$ cat src/rtl/mul_seq_if.sv
// Request/response bundle between the EX stage and the sequential multiplier.
// The EX stage drives the operands and the request; the multiplier returns the pipeline stall and the result.
interface mul_seq_if #(
  parameter int WIDTH = 64
);
  logic             start;
  logic [10:0]      funct;
  logic [WIDTH-1:0] a;
  logic [WIDTH-1:0] b;
  logic             flush;
  logic             stall;
  logic             busy;
  logic             done;
  logic [WIDTH-1:0] result;

  modport master (
    output start, funct, a, b, flush,
    input  stall, busy, done, result
  );

  modport slave (
    input  start, funct, a, b, flush,
    output stall, busy, done, result
  );
endinterface

$ cat src/rtl/mul_seq.sv
// Shift-and-add multiplier: one multiplier bit per cycle, for exactly WIDTH cycles.
// Returns the low WIDTH bits of a*b. The pipeline is held in stall while the operation runs.
module mul_seq #(
  parameter int WIDTH = 64
) (
  input  logic      clk,
  input  logic      reset,
  mul_seq_if.slave  bus
);

  localparam int CW = (WIDTH > 1) ? $clog2(WIDTH) : 1;
  localparam logic [CW-1:0]  LAST_CNT = CW'(WIDTH - 1);
  localparam logic [10:0]    FUNCT_MUL = 11'b10011011000;

  typedef enum logic [1:0] {
    S_IDLE = 2'd0,
    S_RUN  = 2'd1,
    S_DONE = 2'd2
  } state_t;

  state_t           state_reg, state_next;
  logic [CW-1:0]    cnt_reg, cnt_next;
  logic [WIDTH-1:0] mcand_reg, mcand_next;
  logic [WIDTH-1:0] mplier_reg, mplier_next;
  logic [WIDTH-1:0] acc_reg, acc_next;
  logic [WIDTH-1:0] result_reg, result_next;

  logic             ismul;
  logic             launch;
  logic             last_cycle;
  logic [WIDTH-1:0] addend;
  logic [WIDTH-1:0] acc_sum;

  assign ismul      = (bus.funct == FUNCT_MUL);
  // Flush has priority over a new request in the same cycle.
  assign launch     = (state_reg == S_IDLE) && bus.start && ismul && !bus.flush;
  assign last_cycle = (cnt_reg == LAST_CNT);

  // Partial product: the current multiplicand gated by the low multiplier bit.
  genvar gi;
  generate
    for (gi = 0; gi < WIDTH; gi++) begin : g_pp
      assign addend[gi] = mcand_reg[gi] & mplier_reg[0];
    end
  endgenerate

  // The carry out of the top bit is dropped, so the sum is modulo 2^WIDTH.
  assign acc_sum = acc_reg + addend;

  // State register
  always_ff @(posedge clk or posedge reset) begin
    if (reset) begin
      state_reg <= S_IDLE;
    end else begin
      state_reg <= state_next;
    end
  end

  // Next-state logic
  always_comb begin
    state_next = state_reg;
    case (state_reg)
      S_IDLE: begin
        if (launch) begin
          state_next = S_RUN;
        end
      end
      S_RUN: begin
        if (bus.flush) begin
          state_next = S_IDLE;
        end else if (last_cycle) begin
          state_next = S_DONE;
        end
      end
      S_DONE: begin
        state_next = S_IDLE;
      end
      default: begin
        state_next = S_IDLE;
      end
    endcase
  end

  // Output logic
  always_comb begin
    bus.busy  = (state_reg == S_RUN);
    bus.done  = (state_reg == S_DONE);
    // The reset term blocks the combinational launch path while reset is held.
    bus.stall = (launch && !reset) || (state_reg == S_RUN);
  end

  assign bus.result = result_reg;

  // Datapath next values
  always_comb begin
    cnt_next    = cnt_reg;
    mcand_next  = mcand_reg;
    mplier_next = mplier_reg;
    acc_next    = acc_reg;
    result_next = result_reg;
    case (state_reg)
      S_IDLE: begin
        if (launch) begin
          mcand_next  = bus.a;
          mplier_next = bus.b;
          acc_next    = '0;
          cnt_next    = '0;
        end
      end
      S_RUN: begin
        if (!bus.flush) begin
          acc_next    = acc_sum;
          mcand_next  = mcand_reg << 1;
          mplier_next = mplier_reg >> 1;
          // The counter stops at its last value instead of wrapping.
          if (last_cycle) begin
            result_next = acc_sum;
          end else begin
            cnt_next = cnt_reg + 1'b1;
          end
        end
      end
      default: begin
      end
    endcase
  end

  always_ff @(posedge clk or posedge reset) begin
    if (reset) begin
      cnt_reg    <= '0;
      mcand_reg  <= '0;
      mplier_reg <= '0;
      acc_reg    <= '0;
      result_reg <= '0;
    end else begin
      cnt_reg    <= cnt_next;
      mcand_reg  <= mcand_next;
      mplier_reg <= mplier_next;
      acc_reg    <= acc_next;
      result_reg <= result_next;
    end
  end

endmodule

$ cat src/flat_wrapper.sv
// flat-port wrapper written by rule: the top's interface ports become plain ports
module mul_seq_flat 
#(
  parameter int WIDTH = 64
)
  (clk, reset, bus_start, bus_funct, bus_a, bus_b, bus_flush, bus_stall, bus_busy, bus_done, bus_result);
  mul_seq_if #(.WIDTH(WIDTH)) bus_i ();
  input  logic clk;
  input  logic reset;
  input wire logic [$bits(bus_i.start)-1:0] bus_start;
  input wire logic [$bits(bus_i.funct)-1:0] bus_funct;
  input wire logic [$bits(bus_i.a)-1:0] bus_a;
  input wire logic [$bits(bus_i.b)-1:0] bus_b;
  input wire logic [$bits(bus_i.flush)-1:0] bus_flush;
  output wire logic [$bits(bus_i.stall)-1:0] bus_stall;
  output wire logic [$bits(bus_i.busy)-1:0] bus_busy;
  output wire logic [$bits(bus_i.done)-1:0] bus_done;
  output wire logic [$bits(bus_i.result)-1:0] bus_result;
  assign bus_i.start = bus_start;
  assign bus_i.funct = bus_funct;
  assign bus_i.a = bus_a;
  assign bus_i.b = bus_b;
  assign bus_i.flush = bus_flush;
  assign bus_stall = bus_i.stall;
  assign bus_busy = bus_i.busy;
  assign bus_done = bus_i.done;
  assign bus_result = bus_i.result;
  mul_seq #(.WIDTH(WIDTH)) u_core (.clk(clk), .reset(reset), .bus(bus_i));
endmodule
$ cat config.mk
export PLATFORM = sky130hd
export DESIGN_NAME = mul_seq_flat
export DESIGN_NICKNAME = d
export VERILOG_FILES = /design/src/rtl/mul_seq_if.sv /design/src/rtl/mul_seq.sv /design/src/flat_wrapper.sv
export SDC_FILE = /design/constraint.sdc
export NUM_CORES = 1
export LEC_CHECK = 0
export BUFFER_PORTS_ARGS = -buffer_cell sky130_fd_sc_hd__buf_2
export CORE_UTILIZATION = 60
export CTS_BUF_LIST = sky130_fd_sc_hd__clkbuf_4 sky130_fd_sc_hd__clkbuf_8
export DETAILED_ROUTE_END_ITERATION = 16
export PLACE_DENSITY = 0.83
export SLEW_MARGIN = 20
export SYNTH_ARGS = -nofsm -noshare
export SYNTH_HDL_FRONTEND = slang
export SYNTH_SLANG_ARGS = --single-unit
$ cat constraint.sdc
create_clock -name clk -period 11.3 [get_ports clk]
set_clock_uncertainty 0.1 [all_clocks]
set_input_delay 2.26 -clock clk [delete_from_list [all_inputs] [get_ports clk]]
set_output_delay 2.26 -clock clk [all_outputs]
set_load 0.005 [all_outputs]
# --- Word level (Yosys, flattened, before mapping) ---
# Index checks and enable logic that the tools add are counted.
word_totals:
  register_bits: 264
  input_bits: 143
  output_inout_bits: 67
  word_cells: 111
op_classes:
  add_sub_neg: 2
  eq_ne: 8
  n_mux: 17
  bitwise: 65
  n_reduce_logical: 13
op_table:
  columns: ["operator", "count"]
  rows:
  - ["64-bit 2-to-1 mux", 6]
  - ["64-bit one-hot mux with 2 select lines", 3]
  - ["64-bit adder", 1]
  - ["1-bit AND", 64]
  - ["6-bit 2-to-1 mux", 3]
  - ["6-bit one-hot mux with 2 select lines", 1]
  - ["11-bit == test (second input constant)", 1]
  - ["6-bit by 1-bit adder with 6-bit output (second input constant)", 1]
  - ["6-bit == test (second input constant)", 1]
  - ["2-bit 2-to-1 mux", 3]
  - ["3-bit AND reduction", 2]
  - ["1-bit logical AND", 4]
  - ["2-bit != test (second input constant)", 2]
  - ["2-bit one-hot mux with 2 select lines", 1]
  - ["4-bit AND reduction", 1]
  - ["3-bit by 2-bit != test with 1-bit output (second input constant)", 1]
  - ["2-bit by 1-bit == test with 1-bit output (second input constant)", 1]
  - ["2-bit == test (second input constant)", 1]
  - ["1-bit zero test", 2]
  - ["2-bit zero test", 1]
  - ["2-bit by 1-bit != test with 1-bit output (second input constant)", 1]
  - ["2-bit AND reduction", 1]
  - ["2-bit nonzero test", 1]
  - ["1-bit logical OR", 1]
  - ["1-bit NOT", 1]

# --- Depth between registers and ports, before layout ---
# Gate-level depths: netlist of run 1.
depth:
  ltp_word: 6
  ltp_mapped: 15
  ltp_nobuf: 13

# --- Worst setup path before layout of run 1 ---
# Ideal clock, no wire load.
synth_timing:
  path_kind: "input -> output"
  from: "input bus_funct[5]"
  to: "output bus_stall"
  t_arrival_ps: 3089
  required_time_ps: 8940
  path_slack_ps: 5851
  cell_stages: 4
  path_buffers: 0
  cell_sequence: "nand4b_1 -> nor4b_1 -> nand3_1 -> o21ai_0"
synth_via:
  elab_chain_cells: 5
synth_lines:
  columns: ["element", "line", "source"]
  rows:
  - ["start, declared", "flat_wrapper.sv:11", "input wire logic [$bits(bus_i.funct)-1:0] bus_funct;"]
  - ["11-bit == test", "mul_seq.sv:34", "assign ismul = (bus.funct == FUNCT_MUL);"]
  - ["1-bit logical AND (2 in a row)", "mul_seq.sv:36", "assign launch = (state_reg == S_IDLE) && bus.start && ismul && !bus.flush;"]
  - ["1-bit logical AND", "mul_seq.sv:89", "bus.stall = (launch && !reset) || (state_reg == S_RUN);"]
  - ["1-bit logical OR", "mul_seq.sv:89", null]
  - ["end, declared", "flat_wrapper.sv:15", "output wire logic [$bits(bus_i.stall)-1:0] bus_stall;"]
# No other way between the ends.

# --- Worst setup path in the final report of run 1 ---
# Same ends and word-level chain as after synthesis.

==> results.txt, run 1 <==
number of distinct library cells after synthesis: 76
final WL: 38,800 um
Hold Buf Count CTS: 0
DRT antenna net count: 0
CP Cell Sequence: buf_2, nand4b_1, nor4b_1, nand3_1, o21ai_0, buf_2
synth cell count leaders: nand2_1, dfrtp_1, o21ai_0
Critical Path Start: bus_funct[5]
final hold violations: 0
RSZ-0062 raised after global routing: false
final setup margin: 5.26 ns
Max Cap Violations: 0
CP arrival: 3.68 ns
Clock Root Buffer: clkbuf_8
worst reg2reg startpoint: u_core.mplier_reg[0]$_DFFE_PP0P_
Final period util: 53.4%
Synth Area per Inst: 9.14 um2
Slew @ Worst Pin: 1.12 ns
outcome: finished clean
top cells by area, synth: dfrtp_1, mux2i_1, nand2_1
Vias/cell: 5.96
pwr/cell area: 112 nW/um2
CP Capture Type: output pin
share of layout cells above drive strength 1: 18.5%
f_max: 0.166 GHz
initial antenna violation count: 1
critical path depth in cells: 6
PostCTS Resize Cnt: 0
die width: 162 um
CTS Buf Count: 46
syn nets: 1,883
Fin Hold WS: 0.371 ns
Worst Path Max Fanout: 5
DRT iter0 DRCs: 1,035
post-CTS setup buffer count: 0
CP delay by family, top: simple AND/OR/NAND/NOR gates
synthesized cell area: 15,300 um2
post-synthesis cell count: 1,675
CTS max path bufs: 3
Critical Path Source Type: input port
Slew Limit Fails: 0
CP Class: input port to output pin
VDD IR max: 0.139 mV
min-delay src: u_core.bus.result[12]$_DFFE_PP0P_
Boundary Pins: 210
PortBufs: 209
FF+latch area: 6610 um2
final core utilization: 69.7%
worst skew pair latency: 0.59 ns
H-tree depth: 2
Multi-input gate area: 8250 um2
cells on worst reg2reg path: 13
most frequent CP cell: buf_2
largest net degree at the start of global routing: 266
ys flop type: dfrtp_1
leakage: 9.36 nW
Sinks on Clock Net: 264
post-synth top area cell: dfrtp_1
FILL cells: 1,983
detailed placer's ending HPWL: 26,700 um
Die Area: 26,200 um2
most frequent cell after synthesis: nand2_1
Reg2Reg Setup Slack: 6.83 ns
Crit path largest cell delay: 0.41 ns
synth warn: 0
Critical Path RT: 8.94 ns
gpl congestion: 0.937
post-layout min period: 6.04 ns
Buf/Inv on CP: 2
Final setup violation count: 0
post-synth top area share: 43.1%
overall routing resource usage: 29.9%
Synth async-reset ratio: 100%
first-pass GRT wire length: 63,700 um
sequential area share after synthesis: 43.1%
CP max-delay cell: nand3_1
Area Growth Syn to Fin: 14.2%
DRC: 0
Hold Path Class: register to register
core box area: 25,100 um2
capturing point of the worst reg2reg path: u_core.bus.result[32]$_DFFE_PP0P_
vias: 13,081
Initial Utilization: 61.0%
die height: 162 um
number of flops mapped to enable cells by yosys: 0
Final nets: 2,040
CTS tree: done
pre-CTS WS: 5.28 ns
Worst slew margin: 25.3%
FF+latch count, synth: 264
drt first pass iters: 6
Setup crit end: bus_stall
num rows: 58
setup TNS: 0 ns
vias in the first global route: 12,718
WL per Instance: 17.7 um
clk slew on worst S/H paths: 0.06 ns
global route overflow: 0
## tightest hold or removal path: stages, from the launching register on
cell and delay, ns:
dfrtp_1 0.34, nand2_1 0.04, o21ai_0 0.06
## metal layers
metal / share of wire, % / global-route usage (%) / up-vias
li1: - / - / 6265
met1: 44 / 40.3 / 6261
met2: 46 / 47.8 / 477
met3: 7.3 / 6.33 / 78
met4: 2.4 / 10.3 / 0
met5: 0 / 0 / -
## through the flow
| stage | cells | power (mW) | cell area (um2) |
|---|---|---|---|
| 5_1_grt | 2194 | 2.03 | 17500 |
| 6_report | 2195 | 1.96 | 17500 |
| 3_5_place_dp | 2114 | 1.03 | 16500 |
| 3_3_place_gp | 2114 | 1.03 | 16500 |
| 4_1_cts | 2194 | 1.98 | 17500 |
| 2_1_floorplan | 1675 | 0.998 | 15300 |
## worst min path at each step
stage               cells past startpoint                                end
floorplan                               2   u_core.mcand_reg[63]$_DFFE_PP0P_
finish                                  2  u_core.bus.result[12]$_DFFE_PP0P_
detailed placement                      2   u_core.mcand_reg[63]$_DFFE_PP0P_
global route                            2  u_core.bus.result[53]$_DFFE_PP0P_
CTS                                     2   u_core.mcand_reg[63]$_DFFE_PP0P_
global placement                        2   u_core.mcand_reg[63]$_DFFE_PP0P_
## layout by cell type, fill, tap and decap left out, types with 29 or more instances in the layout
cell	instances
ha_1	64
buf_2	209
o21ai_0	194
nor2_1	50
a21o_1	29
a21oi_1	82
and2_1	69
dfrtp_1	264
clkbuf_8	60
nand3_1	29
nand2_1	308
o22ai_1	46
xor2_1	33
mux2i_1	129
## kinds of logic (layout without fill, tap and decap cells)
logic type / after synthesis / count (layout) / share of synthesized area [%]
AO/OA/AOI/OAI: 469 / 469 / 19.2
XOR/XNOR: 60 / 60 / 3.52
adder cells (fa/ha/maj): 65 / 65 / 5.36
buffers and inverters: 127 / 316 / 3.18
flip-flops: 264 / 264 / 43.1
multiplexers: 137 / 137 / 9.02
other: 0 / 1 / 0
AND/OR/NAND/NOR: 553 / 553 / 16.6
## power breakdown
| part | switching, mW | total [mW] | leakage, nW | internal, mW |
|---|---|---|---|---|
| sequential | 0.00323 | 0.953 | 3.69 | 0.950 |
| clock | 0.413 | 0.946 | 0.531 | 0.533 |
| combinational | 0.0344 | 0.0623 | 5.14 | 0.0279 |
| total | 0.450 | 1.96 | 9.36 | 1.51 |
## final cells by class
cell class / count / share of cell area [%]
Antenna cell: 1 / 0.0143
Clock buffer: 69 / 5.11
Clock inverter: 11 / 0.637
Inverter: 16 / 0.386
Multi-Input combinational cell: 1284 / 47.2
Sequential cell: 264 / 37.8
Tap cell: 330 / 2.36
Timing Repair Buffer: 220 / 6.55
No activity file was read; power rests on OpenSTA's default activity.
==> inputs of run 2 (changes only) <==
- clock period: 11.3 -> 6.1 ns (I/O delays scaled with it)
==> run 2 against run 1 <==
Effect of this change: largest power group is now the clock network; first-iteration DRC count is 11% lower; count of clock-buffer cells in the layout is 6 higher; critical endpoint is now u_core.acc_reg[60]$_DFFE_PP0P_; critical path type is now register to register; die area stayed put.
==> results.txt, run 2 (synthesized netlist as in run 1, its figures left out) <==
FF+latch area: 6610 um2 (unchanged)
Final setup violation count: 0 (unchanged)
DP Cell Count: 2,114 (unchanged)
gpl congestion: 0.963 (+2.7%)
GR Layer Usage met1: 40.1% (-0.21 points)
setup TNS: 0 ns (unchanged)
vias in the first global route: 12,896 (+1.4%)
num rows: 58 (unchanged)
RSZ-0062 raised after global routing: false
FILL cells: 1,936 (-2.4%)
n_diodes: 0 (-1)
Multi-input gate area: 8250 um2 (unchanged)
final setup margin: 1.64 ns (-3.62 ns)
first-pass GRT wire length: 64,000 um (+0.56%)
global route overflow: 0 (unchanged)
Boundary Pins: 210 (unchanged)
fin cells: 2,201 (+0.27%)
Max Cap Violations: 0 (unchanged)
detailed placer's ending HPWL: 27,400 um (+2.7%)
Slew @ Worst Pin: 1.01 ns (-0.109 ns)
H-tree depth: 2 (unchanged)
Worst Path Max Fanout: 39 (+34)
largest net degree at the start of global routing: 156 (-41%)
CTS Buf Count: 46 (unchanged)
post-layout min period: 4.46 ns
Final period util: 73.1%
Vias/cell: 6.01 (+0.78%)
placed standard-cell area: 16,500 um2 (about the same)
initial antenna violation count: 2 (+1)
core box area: 25,100 um2 (unchanged)
final WL: 39,600 um (+1.9%)
f_max: 0.224 GHz
drt first pass iters: 5 (-1)
VDD IR max: 0.167 mV (+20%)
met3 Track Usage GR: 7.28% (+0.94 points)
Hold Buf Count CTS: 0 (unchanged)
Final nets: 2,041 (+0.049%)
leakage: 9.42 nW (+0.64%)
final hold violations: 0 (unchanged)
share of layout cells above drive strength 1: 18.8% (+0.31 points)
Fin Hold WS: 0.379 ns (+0.00819 ns)
DRC: 0 (unchanged)
CP Capture Type: register
grt met2 use: 48.8% (+1.0 points)
CP arrival: 4.77 ns (+1.09 ns)
die height: 162 um (unchanged)
pwr/cell area: 214 nW/um2 (+91%)
post-layout power: 3.77 mW (+92%)
Critical Path RT: 6.41 ns (-2.53 ns)
Sinks on Clock Net: 264 (unchanged)
CTS tree: done
post-CTS setup buffer count: 0 (unchanged)
DRT iter0 DRCs: 917 (-11%)
PostCTS Resize Cnt: 0 (unchanged)
Die Area: 26,200 um2 (unchanged)
Clock Root Buffer: clkbuf_8
final core utilization: 70.2% (+0.50 points)
CTS max path bufs: 3 (unchanged)
DRT antenna net count: 0 (unchanged)
WL per Instance: 18.0 um (+1.6%)
Hold Path Class: register to register
PortBufs: 209 (unchanged)
Initial Utilization: 61.0% (unchanged)
most frequent cells in the layout: nand2_1, dfrtp_1, buf_2, o21ai_0, mux2i_1
die width: 162 um (unchanged)
Area Growth Syn to Fin: 15.0%
clk slew on worst S/H paths: 0.06 ns (about the same)
busiest grt layer: met2
vias: 13,219 (+1.1%)
Design Area, Final: 17,600 um2 (+0.72%)
pre-CTS WS: 1.75 ns (-3.54 ns)
most common cell after layout, fill and taps aside: nand2_1
overall routing resource usage: 30.3% (+0.40 points)
Slew Limit Fails: 0 (unchanged)
Critical Path Source Type: register
outcome: finished clean
worst skew pair latency: 0.58 ns (about the same)
Worst slew margin: 32.6% (+7.3 points)
CP Class: register to register
==> run 2: cell types whose count changed in the layout (fill, tap and decap cells not counted), sizes merged <==
cell	previous run	this run
clkbuf	69	75
buf	220	221
diode	1	0
clkinvlp	1	2
clkinv	7	6
inv	18	16
bufinv	1	3
==> run 2: worst max-delay path: stages, from the launching register on <==
cell,delay [ns]
dfrtp_1,0.86
buf_4,0.45
nand2_1,0.16
fa_1,0.46
and2b_1,0.24
o2111ai_2,0.16
a211oi_4,0.39
o211ai_4,0.14
o31ai_4,0.49
a31oi_4,0.23
o31ai_2,0.30
xnor2_1,0.19
o22ai_1,0.11
==> run 2: path summary, 6_finish.rpt <==
kind	from	endpoint	slack [ns]	cells past startpoint
max	u_core.mplier_reg[0]$_DFFE_PP0P_	u_core.acc_reg[60]$_DFFE_PP0P_	1.64	12
min	u_core.mplier_reg[35]$_DFFE_PP0P_	u_core.mplier_reg[35]$_DFFE_PP0P_	0.38	2
max reg2reg	u_core.mplier_reg[0]$_DFFE_PP0P_	u_core.acc_reg[60]$_DFFE_PP0P_	1.64	12
min reg2reg	u_core.mplier_reg[35]$_DFFE_PP0P_	u_core.mplier_reg[35]$_DFFE_PP0P_	0.38	2
max in group asynchronous	reset	u_core.acc_reg[24]$_DFFE_PP0P_	3.77	3
min in group asynchronous	reset	u_core.mcand_reg[6]$_DFFE_PP0P_	0.73	2
==> run 2: power by group <==
part           internal [mW]  total (mW)  switching [mW]
sequential              1.76        1.77         0.00632
combinational         0.0522       0.115          0.0625
clock                   1.12        1.89           0.764
==> run 2: routing by layer <==
layer / vias up / wire length [um]
met4: 4 / 1100
met5: - / 23
met1: 6278 / 16800
met2: 571 / 18300
met3: 95 / 3340
li1: 6271 / -
==> run 2: cell type report <==
class                   instances  share of cell area, %
clock inverters                11                  0.852
well taps                     330                   2.34
flip-flops and latches        264                   37.5
clock buffers                  75                   5.40
repair buffers                221                   6.71
multi-input cells            1284                   46.8
inverters                      16                  0.362
